===== config.mk =====
export PLATFORM = sky130hd
export DESIGN_NAME = lfsr_prng_burst
export DESIGN_NICKNAME = d
export VERILOG_FILES = /design/src/rtl/lfsr_pkg.sv /design/src/rtl/lfsr_step_unit.sv /design/src/rtl/lfsr_prng_burst.sv
export SDC_FILE = /design/constraint.sdc
export NUM_CORES = 1
export LEC_CHECK = 0
export BUFFER_PORTS_ARGS = -buffer_cell sky130_fd_sc_hd__clkbuf_2
export CORE_AREA = 5 5 102 104
export CTS_BUF_LIST = sky130_fd_sc_hd__clkbuf_8
export DETAILED_ROUTE_END_ITERATION = 6
export DIE_AREA = 0 0 107 109
export PLACE_DENSITY = 0.58
export SLEW_MARGIN = 25
export SYNTH_ARGS = -nofsm -noshare
export SYNTH_HDL_FRONTEND = slang
export SYNTH_SLANG_ARGS = --single-unit
export TNS_END_PERCENT = 50

===== constraint.sdc =====
create_clock -name clk -period 3.2 [get_ports clk]
set_input_delay 0.8 -clock clk [delete_from_list [all_inputs] [get_ports clk]]
set_output_delay 0.8 -clock clk [all_outputs]
set_load 0.1 [all_outputs]

===== src/rtl/lfsr_pkg.sv =====
// -----------------------------------------------------------------------------
// lfsr_pkg
// Shared definitions for the lfsr_prng_burst generator:
//   - lfsr_state_e : control FSM encoding (IDLE / RUN / DONE)
//   - TAPS_4/8/16/32 : maximal-length feedback masks for the left-shifting
//     Fibonacci form used here (bit i set => state[i] feeds the XOR)
//   - SEED_DEFAULT : reset state / replacement for an all-zero seed
// -----------------------------------------------------------------------------
package lfsr_pkg;

    typedef enum logic [1:0] {
        IDLE = 2'd0,
        RUN  = 2'd1,
        DONE = 2'd2
    } lfsr_state_e;

    // Feedback masks: x^4+x^3+1, x^8+x^6+x^5+x^4+1, x^16+x^14+x^13+x^11+1,
    // x^32+x^22+x^2+x+1.
    localparam logic [3:0]  TAPS_4  = 4'hC;
    localparam logic [7:0]  TAPS_8  = 8'hB8;
    localparam logic [15:0] TAPS_16 = 16'hB400;
    localparam logic [31:0] TAPS_32 = 32'h8020_0003;

    localparam logic [15:0] SEED_DEFAULT = 16'hACE1;

endpackage


===== src/rtl/lfsr_step_unit.sv =====
// -----------------------------------------------------------------------------
// lfsr_step_unit
// Purely combinational: advances a Fibonacci LFSR by STEPS shifts.
// One shift: fb = ^(s & TAPS); s = {s[W-2:0], fb}.
// Ports:
//   state_i [W-1:0] : current LFSR state
//   state_o [W-1:0] : state after STEPS chained shifts
// -----------------------------------------------------------------------------
module lfsr_step_unit #(
    parameter int             W     = 16,
    parameter logic [W-1:0]   TAPS  = W'(16'hB400),
    parameter int             STEPS = 1
) (
    input  logic [W-1:0] state_i,
    output logic [W-1:0] state_o
);

    logic [W-1:0] s;

    always_comb begin
        s = state_i;
        for (int i = 0; i < STEPS; i++) begin
            s = {s[W-2:0], ^(s & TAPS)};
        end
        state_o = s;
    end

endmodule


===== src/rtl/lfsr_prng_burst.sv =====
// -----------------------------------------------------------------------------
// lfsr_prng_burst
// Parametrised Fibonacci LFSR word generator with seed load (zero-seed
// guard), finite-burst / free-run modes and a valid/ready output port.
//
// Optional feature macro: LFSR_WRAP_DET_EN
//   defined   : seq_wrap is a sticky flag raised when a generated state equals
//               the state captured at the last seed load (DEFAULT_SEED after
//               reset); cleared by the next honoured seed_load or reset.
//   undefined : seq_wrap is tied low.
//
// Ports:
//   clk          : clock, rising edge
//   rst          : asynchronous active-low reset
//   block_enable : generation enable (low pauses, pending word is held)
//   seed_load    : load seed (IDLE only), seed [W-1:0]
//   start        : begin run (IDLE only), burst_len [CNT_W-1:0] sampled here,
//                  0 = free-run
//   abort        : end run, back to IDLE next cycle, no done pulse
//   out_rand     : random word [OUT_W-1:0], out_valid / out_ready handshake
//   busy         : high in RUN
//   done         : one-cycle pulse after the last word of a finite burst
//   seq_wrap     : sticky period-complete flag
//   dbg_state    : current FSM state
//
// Handshake: a word transfers on a rising edge where out_valid && out_ready.
// While out_valid is high and out_ready is low, out_rand is held stable and
// the LFSR does not advance; a new word may be produced in the same cycle the
// previous one is accepted, giving one word per cycle.
// -----------------------------------------------------------------------------
module lfsr_prng_burst
    import lfsr_pkg::*;
#(
    parameter int           W            = 16,
    parameter int           OUT_W        = 8,
    parameter logic [W-1:0] TAPS         = W'(TAPS_16),
    parameter int           STEPS        = 1,
    parameter logic [W-1:0] DEFAULT_SEED = W'(SEED_DEFAULT),
    parameter int           CNT_W        = 16
) (
    input  logic             clk,
    input  logic             rst,
    input  logic             block_enable,
    input  logic             seed_load,
    input  logic [W-1:0]     seed,
    input  logic             start,
    input  logic [CNT_W-1:0] burst_len,
    input  logic             abort,
    output logic [OUT_W-1:0] out_rand,
    output logic             out_valid,
    input  logic             out_ready,
    output logic             busy,
    output logic             done,
    output logic             seq_wrap,
    output lfsr_state_e      dbg_state
);

    lfsr_state_e      fsm_q,    fsm_d;
    logic [W-1:0]     state_q,  state_d;
    logic [OUT_W-1:0] rand_q,   rand_d;
    logic             valid_q,  valid_d;
    logic [CNT_W-1:0] issued_q, issued_d;
    logic [CNT_W-1:0] blen_q,   blen_d;

    logic [W-1:0]     step_out;
    logic [W-1:0]     loaded_seed;
    logic             load_ok;
    logic             slot_free;
    logic             words_left;
    logic             gen_ev;
    logic             burst_end;

    lfsr_step_unit #(
        .W     (W),
        .TAPS  (TAPS),
        .STEPS (STEPS)
    ) u_step (
        .state_i (state_q),
        .state_o (step_out)
    );

    // An all-zero state would lock the LFSR, so it is never loaded.
    assign loaded_seed = (seed == '0) ? DEFAULT_SEED : seed;
    assign load_ok     = (fsm_q == IDLE) && seed_load;

    // Output slot can take a new word if empty or being drained this cycle.
    assign slot_free  = !valid_q || out_ready;
    assign words_left = (blen_q == '0) || (issued_q < blen_q);
    assign gen_ev     = (fsm_q == RUN) && !abort && block_enable &&
                        slot_free && words_left;
    // Finite burst is complete once all words are issued and none is pending.
    assign burst_end  = (blen_q != '0) && (issued_q == blen_q) && slot_free;

    always_comb begin
        fsm_d    = fsm_q;
        state_d  = state_q;
        rand_d   = rand_q;
        valid_d  = valid_q;
        issued_d = issued_q;
        blen_d   = blen_q;

        case (fsm_q)
            IDLE: begin
                if (load_ok) begin
                    state_d = loaded_seed;
                end
                if (start) begin
                    blen_d   = burst_len;
                    issued_d = '0;
                    fsm_d    = RUN;
                end
            end

            RUN: begin
                if (abort) begin
                    valid_d = 1'b0;
                    fsm_d   = IDLE;
                end else begin
                    if (gen_ev) begin
                        state_d  = step_out;
                        rand_d   = step_out[OUT_W-1:0];
                        valid_d  = 1'b1;
                        // Saturate so a long free run never wraps the count.
                        issued_d = (issued_q == {CNT_W{1'b1}}) ? issued_q
                                                               : issued_q + CNT_W'(1);
                    end else if (valid_q && out_ready) begin
                        valid_d = 1'b0;
                    end
                    if (burst_end) begin
                        fsm_d = DONE;
                    end
                end
            end

            DONE: begin
                fsm_d = IDLE;
            end

            default: begin
                fsm_d   = IDLE;
                valid_d = 1'b0;
            end
        endcase
    end

    always_ff @(posedge clk or negedge rst) begin
        if (!rst) begin
            fsm_q    <= IDLE;
            state_q  <= DEFAULT_SEED;
            rand_q   <= '0;
            valid_q  <= 1'b0;
            issued_q <= '0;
            blen_q   <= '0;
        end else begin
            fsm_q    <= fsm_d;
            state_q  <= state_d;
            rand_q   <= rand_d;
            valid_q  <= valid_d;
            issued_q <= issued_d;
            blen_q   <= blen_d;
        end
    end

`ifdef LFSR_WRAP_DET_EN
    logic [W-1:0] ref_q;
    logic         wrap_q;

    always_ff @(posedge clk or negedge rst) begin
        if (!rst) begin
            ref_q  <= DEFAULT_SEED;
            wrap_q <= 1'b0;
        end else if (load_ok) begin
            ref_q  <= loaded_seed;
            wrap_q <= 1'b0;
        end else if (gen_ev && (step_out == ref_q)) begin
            wrap_q <= 1'b1;
        end
    end

    assign seq_wrap = wrap_q;
`else
    assign seq_wrap = 1'b0;
`endif

    assign out_rand  = rand_q;
    assign out_valid = valid_q;
    assign busy      = (fsm_q == RUN);
    assign done      = (fsm_q == DONE);
    assign dbg_state = fsm_q;

endmodule


### Yosys cells after proc, flatten, opt, wreduce, memory -nomap -nowiden

Index checks and enable logic that the tools add are counted.

| storage, ports and cells | value |
|---|---|
| register bits after elaboration | 59 |
| input bits | 39 |

| cells by class | value |
|---|---|
| $add $sub $neg | 1 |
| $lt $le $gt $ge | 1 |
| equality and inequality tests | 11 |
| muxes and demuxes | 18 |
| bitwise logic cells | 2 |
| reduce and logical (&&, ||, !) cells | 25 |

Operator list:

| operator | number |
|---|---|
| $mux W16 | 8 |
| $pmux W16 S2 | 2 |
| $logic_not A16 Y1 | 2 |
| $add A16 B1 Y16 const B | 1 |
| $eq A16 B16 Y1 | 1 |
| $eq A16 B16 Y1 const B | 1 |
| $lt A16 B16 Y1 | 1 |
| $reduce_bool A16 Y1 | 1 |
| $reduce_xor A16 Y1 | 1 |
| $logic_and A1 B1 Y1 | 8 |
| $ne A2 B2 Y1 const B | 4 |
| $mux W2 | 3 |
| $reduce_and A2 Y1 | 3 |
| $reduce_and A5 Y1 | 1 |
| $ne A4 B2 Y1 const B | 1 |
| $pmux W2 S2 | 1 |
| $reduce_and A4 Y1 | 1 |
| $mux W1 | 3 |
| $ne A3 B2 Y1 const B | 1 |
| $reduce_and A3 Y1 | 1 |
| $eq A2 B1 Y1 const B | 1 |
| $eq A2 B2 Y1 const B | 1 |
| $logic_not A1 Y1 | 2 |
| $logic_not A2 Y1 | 1 |
| other kinds (6) | 8 |

### Depth between registers and ports, before layout

Gate-level depths: netlist of run 1.

| logic depth | value |
|---|---|
| depth after elaboration | 8 |
| gate-level depth with buffers | 10 |

### By module

Synthesis of run 1 repeated with hierarchy kept, for this count alone.

| second synthesis, totals | value |
|---|---|
| cells, all modules | 380 |
| area, all modules | 3448.3 µm² |

Modules (own cells, without submodules):

| module | times used | cells an instance | area an instance (µm²) |
|---|---|---|---|
| lfsr_prng_burst | 1 | 362 | 3309.4 |
| lfsr_step_unit | 1 | 18 | 138.9 |

### Worst setup path before layout of run 1

Ideal clock, no wire load.

| timing | value |
|---|---|
| path kind | reg2out |
| start point | reg fsm_q[1], in the netlist dbg_state[1] |
| end point | out done |
| arrival time | 2450 ps |
| data required time | 2400 ps |
| slack | -50 ps |
| cell stages (with the launch flop) | 3 |
| cells stage by stage | dfrtp_1 -> inv_1 -> nor2_1 |

| on the way | value |
|---|---|
| word-level cells in the longest chain between the ends | 1 |

Ends and longest elaborated chain:

| what | RTL line | source |
|---|---|---|
| from (decl) | lfsr_prng_burst.sv:58 | `lfsr_state_e fsm_q, fsm_d;` |
| from (signal assigned) | lfsr_prng_burst.sv:155 | `fsm_q <= fsm_d;` |
| $eq A2 B2 Y1 | lfsr_prng_burst.sv:188 | `assign done = (fsm_q == DONE);` |
| to (decl) | lfsr_prng_burst.sv:53 | `output logic done,` |

Every way passes these cells.

### Worst setup path in the final report of run 1

| timing | value |
|---|---|
| start point | reg issued_q[14] |
| end point | reg state_q[14] |

| on the way | value |
|---|---|
| word-level cells in the longest chain between the ends | 5 |

Ends and longest elaborated chain:

| what | RTL line | source |
|---|---|---|
| from (decl) | lfsr_prng_burst.sv:62 | `logic [CNT_W-1:0] issued_q, issued_d;` |
| from (signal assigned) | lfsr_prng_burst.sv:159 | `issued_q <= issued_d;` |
| $lt A16 B16 Y1 | lfsr_prng_burst.sv:88 | `assign words_left = (blen_q == '0) \|\| (issued_q < blen_q);` |
| $logic_or A1 B1 Y1 | lfsr_prng_burst.sv:88 |  |
| $logic_and A1 B1 Y1 | lfsr_prng_burst.sv:90 | `slot_free && words_left;` |
| $ne A2 B1 Y1 (no line) | n/a |  |
| $reduce_and A4 Y1 (no line) | n/a |  |
| to (signal assigned) | lfsr_prng_burst.sv:156 | `state_q <= state_d;` |
| to (decl) | lfsr_prng_burst.sv:59 | `logic [W-1:0] state_q, state_d;` |

Every way passes these cells.
A chain may end at the register's enable or synchronous reset.

==> impl_metrics.tcl, run 1 <==
set metrics [dict create \
    async_flop_share_pct 100 \
    synth_commonest_cells "dfrtp_1, nand2_1, inv_1" \
    drc_errors 0 \
    nNetsFinal 439 \
    cp.arrival_ps 3090 \
    clk_pin_slew_ps 70 \
    rsz0062_at_grt "no" \
    synth_warnings 0 \
    synth.cell_area_sq_um 3230 \
    syn2layout_area_growth_pct 17.1 \
    synthTopCellsByArea "dfrtp_1, ha_1, dfstp_2, nand2_1, inv_1" \
    cts_setup_buffers 0 \
    path_cells "ha_1 > nand4_1 > nor4_1 > o21ai_0 > a31oi_4 > and2_1 > o22a_1" \
    vias 2679 \
    slew_headroom_pct 41.2 \
    syn_avg_cell_area_sq_um 9.83 \
    finalSetupViolations 0 \
    clkLatencyLatePin_ps 330 \
    rr_startpoint "issued_q[14]" \
    yosys.area_share.adder_pct 6.59 \
    period_needed_ps 2820 \
    die_h_microns 109 \
    vias_per_cell 5.34 \
    place.gp.congestion 0.869 \
    antenna_found_initial 0 \
    regToRegSetupSlack_ps 380 \
    synth_top_area_cell "dfrtp_1" \
    power_density_nw_per_um2 720 \
    cts_tree "done" \
    drv_slew 0 \
    worstMarginPinSlew_ps 881 \
    ant_nets 0 \
    place_inst 486 \
    worstSetupEndpointType "register" \
    initial_core_util_pct 34.1 \
    synth_cell_types 52 \
    cap_violations 0 \
    hold_depth 2 \
    grt_pass1_wl_microns 13300 \
    yosysSeqAreaShare_pct 46.1 \
    firstDrtPassIters 5 \
    avgRoutedWirePerCell_microns 15.7 \
    fp.dieArea_sq_um 11700 \
    finalCritPeriodShare_pct 88.1 \
    h-tree-depth 3 \
    tns_ps 0 \
    clock-skew-final_ps 10.0 \
    fin_cells 502 \
    synth_top_family_by_area "compound AO/OA/AOI/OAI gates" \
    synthCells 328 \
    track_usage_pct 14.5 \
    reg2reg_depth 7 \
    synthMuxAreaShare_pct 4.58 \
    dp_hpwl_microns 5960 \
    port_buffers 51 \
    holdCritPathClass "reg2reg" \
    cp_max_fo 19 \
    max-vdd-ir-drop_mv 0.443 \
    synth-compound-area-share_pct 17.9 \
    grt_max_degree 37 \
    nFillCells 939 \
    path_class "reg2reg" \
    slowest_stage "a31oi_4" \
    status "finished, final reports clean" \
    clock.fmax_mhz 355 \
    ys_ff_latch 59 \
    synth-xor-area-share_pct 0.815 \
    num_io_pins 53 \
    drive_above_1_share_pct 25.0 \
    clk_path_buf_depth 2 \
    cts.sinks 59 \
    synth.most_common_cell "dfrtp_1" \
    setup.worst_path.start_class "register" \
    post-synth-top-area-fraction_pct 39.6 \
    hold_path_end "out_rand[6]" \
    die-width_microns 107 \
    p_leak_nw 1.71 \
    num_rows 36 \
    drt_wl_total_microns 7890 \
    hold_viol_final 0 \
    ctsHoldBuffers 0 \
    grt_overflow_total 0 \
    clockRootBuffer "clkbuf_8" \
    drtIter0Drc 175 \
    required_ps 3470 \
    r2r_end "state_q[14]" \
    cts_buffers 9 \
    synth_edf_count 0 \
    n_antenna_cell 0 \
    synth_nets 384 \
    slowest_delay_ps 510 \
    synthFlopType "dfrtp_1" \
    grt_pass1_vias 2590 \
    cts_resized 0 \
    core_region_area_sq_um 9460 \
    holdCritStartpoint "out_rand[6]" \
    synth-simple-area-share_pct 17.7 \
]
==> metal layers <==
metal / GRT usage [%] / vias to the layer above / wire, microns
met1: 19.9 / 1279 / 3670
met3: 3.20 / 11 / 443
met4: 6.58 / 0 / 135
met5: 0 / - / 0
li1: - / 1305 / -
met2: 21.8 / 84 / 3640
==> state kept, by name, summed over array words and instances (netlist names) <==
register	cells
issued_q	16
state_q	16
blen_q	16
dbg_state	2
out_valid	1
out_rand	8
==> metrics by stage <==
step                      hold slack (ps)  worst slack, ps  util, %  total power, W  instance area, sq um
after floorplan                       466             57.6        -         0.00191                  3230
after global placement                480              456     38.2         0.00216                  3610
after detailed placement              478              381     38.2         0.00217                  3610
after CTS                             494              357     39.9         0.00276                  3780
after global routing                  514             76.4     39.9         0.00290                  3780
final                                 481              379     39.9         0.00272                  3780
==> cells by family (layout without fill, tap and decap cells) <==
family	Yosys count	in the layout
AO/OA/AOI/OAI	82	82
XOR/XNOR	3	3
adder cells (fa/ha/maj)	17	17
buffers and inverters	45	105
flip-flops	59	59
multiplexers	14	14
other	1	1
AND/OR/NAND/NOR	107	107
==> worst max-delay path: cells and delay by family (launching register included) <==
family                     cells  cell delay (ps)
AOI/OAI and AO/OA              3              910
adders and majority gates      1              330
DFF                            1              420
and+or+nand+nor                3             1090
==> cell type report <==
type | instances | area (sq um) | share of cell area, %
Sequential cell | 59 | 1490 | 39.3
Clock inverter | 6 | 26.3 | 0.695
Timing Repair Buffer | 59 | 315 | 8.34
Multi-Input combinational cell | 224 | 1560 | 41.2
Tap cell | 114 | 143 | 3.77
Clock buffer | 10 | 138 | 3.64
Inverter | 30 | 113 | 2.98
==> power by group <==
part / internal [W] / switching (W) / total (W)
Clock: 0.000289 / 0.000284 / 0.000574
Combinational: 0.000284 / 0.000765 / 0.00105
Sequential: 0.000968 / 0.000132 / 0.00110
==> cells in the final DEF, fill, tap and decap left out, drive strengths merged, types with 3 or more instances in the layout <==
cell / count
dfrtp: 51
clkinv: 3
a21o: 3
and3: 3
o21ai: 22
and2: 5
nand3: 8
nand2: 46
a2bb2oi: 5
nand2b: 4
ha: 17
clkbuf: 61
mux2: 6
inv: 33
dfstp: 8
o31ai: 4
o221ai: 8
o41ai: 3
nor2: 6
nand4: 8
a21oi: 11
nor3: 5
mux2i: 8
nor4: 11
o22a: 4
o22ai: 12
buf: 8
a221o: 4
==> worst max path at each step <==
stage,startpoint,endpoint,slack [ps],cells after the start
finish,issued_q[14],state_q[14],380,7
global route,issued_q[15],state_q[7],80,7
CTS,issued_q[14],state_q[14],360,7
detailed placement,issued_q[14],state_q[0],380,7
global placement,issued_q[14],state_q[12],460,7
floorplan,dbg_state[0],busy,60,3
(Power assumes the default switching activity.)
==> run 2: changes to the inputs <==
==> constraint.sdc (replaced) <==
create_clock -name clk -period 3.2 [get_ports clk]
set_input_delay 0.64 -clock clk [delete_from_list [all_inputs] [get_ports clk]]
set_output_delay 0.64 -clock clk [all_outputs]
set_load 0.1 [all_outputs]
==> run 2 against run 1 <==
Sequential cell count did not move. Power rose by 7.2%. Wire length rose by 0.58%. Count of clock-buffer cells in the layout did not move. Design area rose by 1.7%. Sequential share of layout area fell by 0.67 points. Core utilization rose by 0.69 points. Worst hold slack got worse by 120 ps. Register-to-register slack got worse by 20 ps. Die area did not move. Sequential power barely moved. Via count fell by 0.49%. Highest routed layer unchanged.
==> impl_metrics.tcl, run 2 (synthesis gave the netlist of run 1 again) <==
set metrics [dict create \
    clockRootBuffer "clkbuf_8" \
    power_w 0.00292 \
    drive_above_1_share_pct 25.3 \
    status "finished, final reports clean" \
    die_h_microns 109 \
    clk_pin_slew_ps 80 \
    tns_ps 0 \
    finalCritPeriodShare_pct 88.8 \
    holdCritPathClass "in2async" \
    max-vdd-ir-drop_mv 0.372 \
    cts_resized 0 \
    fin_cells 502 \
    syn2layout_area_growth_pct 19.2 \
    power_density_nw_per_um2 760 \
    h-tree-depth 3 \
    port_buffers 51 \
    grt_max_degree 32 \
    use_met1_pct 20.3 \
    vias_per_cell 5.31 \
    num_io_pins 53 \
    worstMarginPinSlew_ps 781 \
    clock-skew-final_ps 13.9 \
    grt_overflow_total 0 \
    final_cell_mix "dfrtp_1, clkbuf_2, nand2_1" \
    cp.arrival_ps 3060 \
    fp.dieArea_sq_um 11700 \
    n_antenna_cell 0 \
    avgRoutedWirePerCell_microns 15.8 \
    rsz0062_at_grt "no" \
    grt_pass1_vias 2542 \
    cts.sinks 59 \
    path_class "reg2reg" \
    use_met3_pct 3.43 \
    slew_headroom_pct 48.0 \
    drc_errors 0 \
    track_usage_pct 14.5 \
    postLayoutSetupSlackWorst_ps 360 \
    period_needed_ps 2840 \
    grt.busiest_layer "met2" \
    use_met2_pct 21.4 \
    die-width_microns 107 \
    firstDrtPassIters 4 \
    p_leak_nw 1.73 \
    grt_pass1_wl_microns 13300 \
    setup.worst_path.start_class "register" \
    cts_tree "done" \
    initial_core_util_pct 34.1 \
    cp_max_fo 17 \
    cap_violations 0 \
    fin_util_pct 40.6 \
    required_ps 3420 \
    dp_hpwl_microns 5930 \
    reg_top3 "blen_q x16, issued_q x16, state_q x16" \
    clk_path_buf_depth 2 \
    num_rows 36 \
    vias 2666 \
    finalSetupViolations 0 \
    hold_viol_final 0 \
    drt_wl_total_microns 7940 \
    nNetsFinal 439 \
    antenna_found_initial 0 \
    clkLatencyLatePin_ps 350 \
    ctsHoldBuffers 0 \
    clock.fmax_mhz 352 \
    drtIter0Drc 236 \
    drv_slew 0 \
    core_region_area_sq_um 9460 \
    place_inst 486 \
    cts_setup_buffers 0 \
    ant_nets 0 \
    place.gp.congestion 0.849 \
    cts_buffers 9 \
    dpl_worst_slack_ps 384 \
    worstSetupEndpointType "register" \
]
[run 2: path summary, 6_finish.rpt]
kind	from	to	slack (ps)	depth (start not counted)
setup / recovery	issued_q[14]	issued_q[0]	360	8
setup reg to reg	issued_q[14]	issued_q[0]	360	8
hold / removal	rst	state_q[3]	360	1
min in group clk	burst_len[6]	blen_q[6]	490	3
hold reg to reg	state_q[7]	state_q[7]	490	2
max in group asynchronous	rst	state_q[6]	2140	2
[run 2: power by group]
group          total, W  internal (W)  leakage (nW)  switching, W
sequential      0.00110      0.000967         0.727      0.000131
combinational   0.00106      0.000287         0.892      0.000771
clock          0.000762      0.000454         0.113      0.000308
total           0.00292       0.00171          1.73       0.00121
[run 2: per-stage QoR]
step	hold WS, ps	area [sq um]
floorplan	344	3230
global placement	479	3620
detailed placement	480	3620
CTS	381	3840
global route	423	3840
finish	357	3840
[run 2: layout make-up]
type	instances	area, sq um
Clock buffer	10	138
Clock inverter	6	81.3
Fill cell	922	5620
Inverter	30	113
Multi-Input combinational cell	224	1560
Sequential cell	59	1490
Tap cell	114	143
Timing Repair Buffer	59	328
[run 2: per-layer routing]
layer | up-vias | part of all wire (%) | routed length (microns)
met3 | 10 | 5.1 | 407
met1 | 1273 | 49 | 3880
met5 | - | 0 | 0
met2 | 74 | 45 | 3540
met4 | 0 | 1.4 | 113
li1 | 1309 | - | -
[run 2: worst max-delay path, cell delays in order (launching register included)]
cell,delay [ps]
dfrtp_1,430
ha_1,330
nand4_1,160
nor4_1,420
o21ai_0,240
a31oi_4,480
buf_4,290
nor2_1,80
mux2_2,290
==> run 3: changes to the inputs <==
Settings changed: RECOVER_POWER set to 50.
==> run 3 against run 2 <==
The flow now finishes with violations (max-capacitance violations, max-slew violations). Wire length about the same. Non-clock buffer count is the same. Sequential share of layout area up 0.20 points. Sequential power barely moved. Clock power is essentially flat. Setup slack better by 8.3 ps. Clock skew about the same. Power down 0.11%. Combinational power hardly changed. Die area unchanged. Global-route usage stayed put.
==> impl_metrics.tcl, run 3 (synthesis gave the netlist of run 1 again) <==
set metrics [dict create \
    place.gp.congestion 0.849 \
    cts_tree "done" \
    slowest_stage "a31oi_4" \
    regToRegSetupSlack_ps 370 \
    finalSetupViolations 0 \
    power_w 0.00292 \
    antenna_found_initial 0 \
    vias 2664 \
    setup.worst_path.start_class "register" \
    drt_wl_total_microns 7940 \
    ff_latch_area_sq_um 1490 \
    reg_top3 "blen_q x16, issued_q x16, state_q x16" \
    holdWs_ps 489 \
    rr_startpoint "issued_q[14]" \
    n_antenna_cell 0 \
    num_rows 36 \
    die_h_microns 109 \
    firstDrtPassIters 5 \
    violations "max-capacitance violations, max-slew violations" \
    tns_ps 0 \
    cp_max_fo 17 \
    drtIter0Drc 235 \
    p_leak_nw 1.72 \
    path_class "reg2reg" \
    rsz0062_at_grt "no" \
    cts_resized 0 \
    r2r_end "issued_q[0]" \
    drc_errors 0 \
    ctsHoldBuffers 0 \
    slew_headroom_pct -7.82 \
    path_buf_inv 1 \
    clock.fmax_mhz 353 \
    clkLatencyLatePin_ps 350 \
    num_io_pins 53 \
    finalCritPeriodShare_pct 88.5 \
    track_usage_pct 14.5 \
    crit_family "compound AO/OA/AOI/OAI gates" \
    path_cells "ha_1 > nand4_1 > nor4_1 > o21ai_0 > a31oi_4 > buf_4 > nor2_1 > mux2_2" \
    slowest_delay_ps 480 \
    h-tree-depth 3 \
    worstSetupStartpoint "issued_q[14]" \
    holdCritPathClass "in2reg" \
    clk_path_buf_depth 2 \
    clock-skew-final_ps 13.8 \
    nNetsFinal 439 \
    grt_pass1_wl_microns 13300 \
    cts_setup_buffers 0 \
    grt_max_degree 32 \
    drv_slew 31 \
    cp.arrival_ps 3060 \
    nFillCells 927 \
    die-width_microns 107 \
    reg2reg_depth 8 \
    clk_pin_slew_ps 70 \
    power_density_nw_per_um2 763 \
    vias_per_cell 5.31 \
    avgRoutedWirePerCell_microns 15.8 \
    port_buffers 51 \
    period_needed_ps 2830 \
    ant_nets 0 \
    grt_pass1_vias 2542 \
    hold_path_end "blen_q[6]" \
    cap_violations 1 \
    cts_buffers 9 \
    clockRootBuffer "clkbuf_8" \
    initial_core_util_pct 34.1 \
    fp.dieArea_sq_um 11700 \
    dp_hpwl_microns 5930 \
    max-vdd-ir-drop_mv 0.372 \
    hold_depth 3 \
    cts.sinks 59 \
    multi_input_area_sq_um 1560 \
    core_region_area_sq_um 9460 \
    postLayoutSetupSlackWorst_ps 368 \
    syn2layout_area_growth_pct 18.5 \
    fin_util_pct 40.4 \
    worstSetupEndpointType "register" \
    grt_overflow_total 0 \
    required_ps 3420 \
    status "complete, but fails checks" \
    holdCritStartpoint "burst_len[6]" \
    drive_above_1_share_pct 24.7 \
    worstMarginPinSlew_ps 1620 \
    dpl_worst_slack_ps 384 \
    hold_viol_final 0 \
    final_cell_mix "dfrtp_1, clkbuf_2, nand2_1" \
]
[run 3: cell types whose count changed in the layout (fill, tap and decap cells not counted)]
cell	delta
clkbuf_1	+2
buf_12	-1
buf_4	-1
[run 3: worst min-delay path: stages]
cell and delay, ps:
clkbuf_2 70, nand2_1 30, o21ai_0 50
[run 3: worst max-delay path by stage]
stage | cells past startpoint | endpoint | slack, ps
after floorplan | 2 | done | 110
after CTS | 8 | issued_q[0] | 380
final | 8 | issued_q[0] | 370
after global placement | 8 | issued_q[7] | 500
after detailed placement | 8 | issued_q[0] | 380
after global routing | 8 | issued_q[0] | 190
[run 3: stage by stage]
step / instance area, sq um / cells
3_5_place_dp: 3620 / 486
4_1_cts: 3840 / 502
2_1_floorplan: 3230 / 328
6_report: 3820 / 502
3_3_place_gp: 3620 / 486
5_1_grt: 3820 / 502
[run 3: cell type report]
| cell class | count | share of cell area [%] |
|---|---|---|
| clock inverter | 6 | 2.13 |
| clock buffer | 10 | 3.60 |
| timing repair buffer | 59 | 8.05 |
| tap | 114 | 3.73 |
| multi-input combinational | 224 | 40.7 |
| inverter | 30 | 2.95 |
| sequential | 59 | 38.9 |
[run 3: metal layers]
| metal | track usage (%) | wire [microns] | vias up |
|---|---|---|---|
| met5 | 0 | 0 | - |
| met4 | 6.03 | 112 | 0 |
| met3 | 3.43 | 440 | 10 |
| met2 | 21.4 | 3550 | 75 |
| met1 | 20.3 | 3840 | 1267 |
| li1 | - | - | 1312 |
[run 3: power by group]
part           internal (W)  switching [W]  leakage [nW]  total (W)
Clock              0.000454       0.000309         0.113   0.000763
Sequential         0.000967       0.000131         0.727    0.00110
Combinational      0.000284       0.000771         0.880    0.00105
Total               0.00171        0.00121          1.72    0.00292
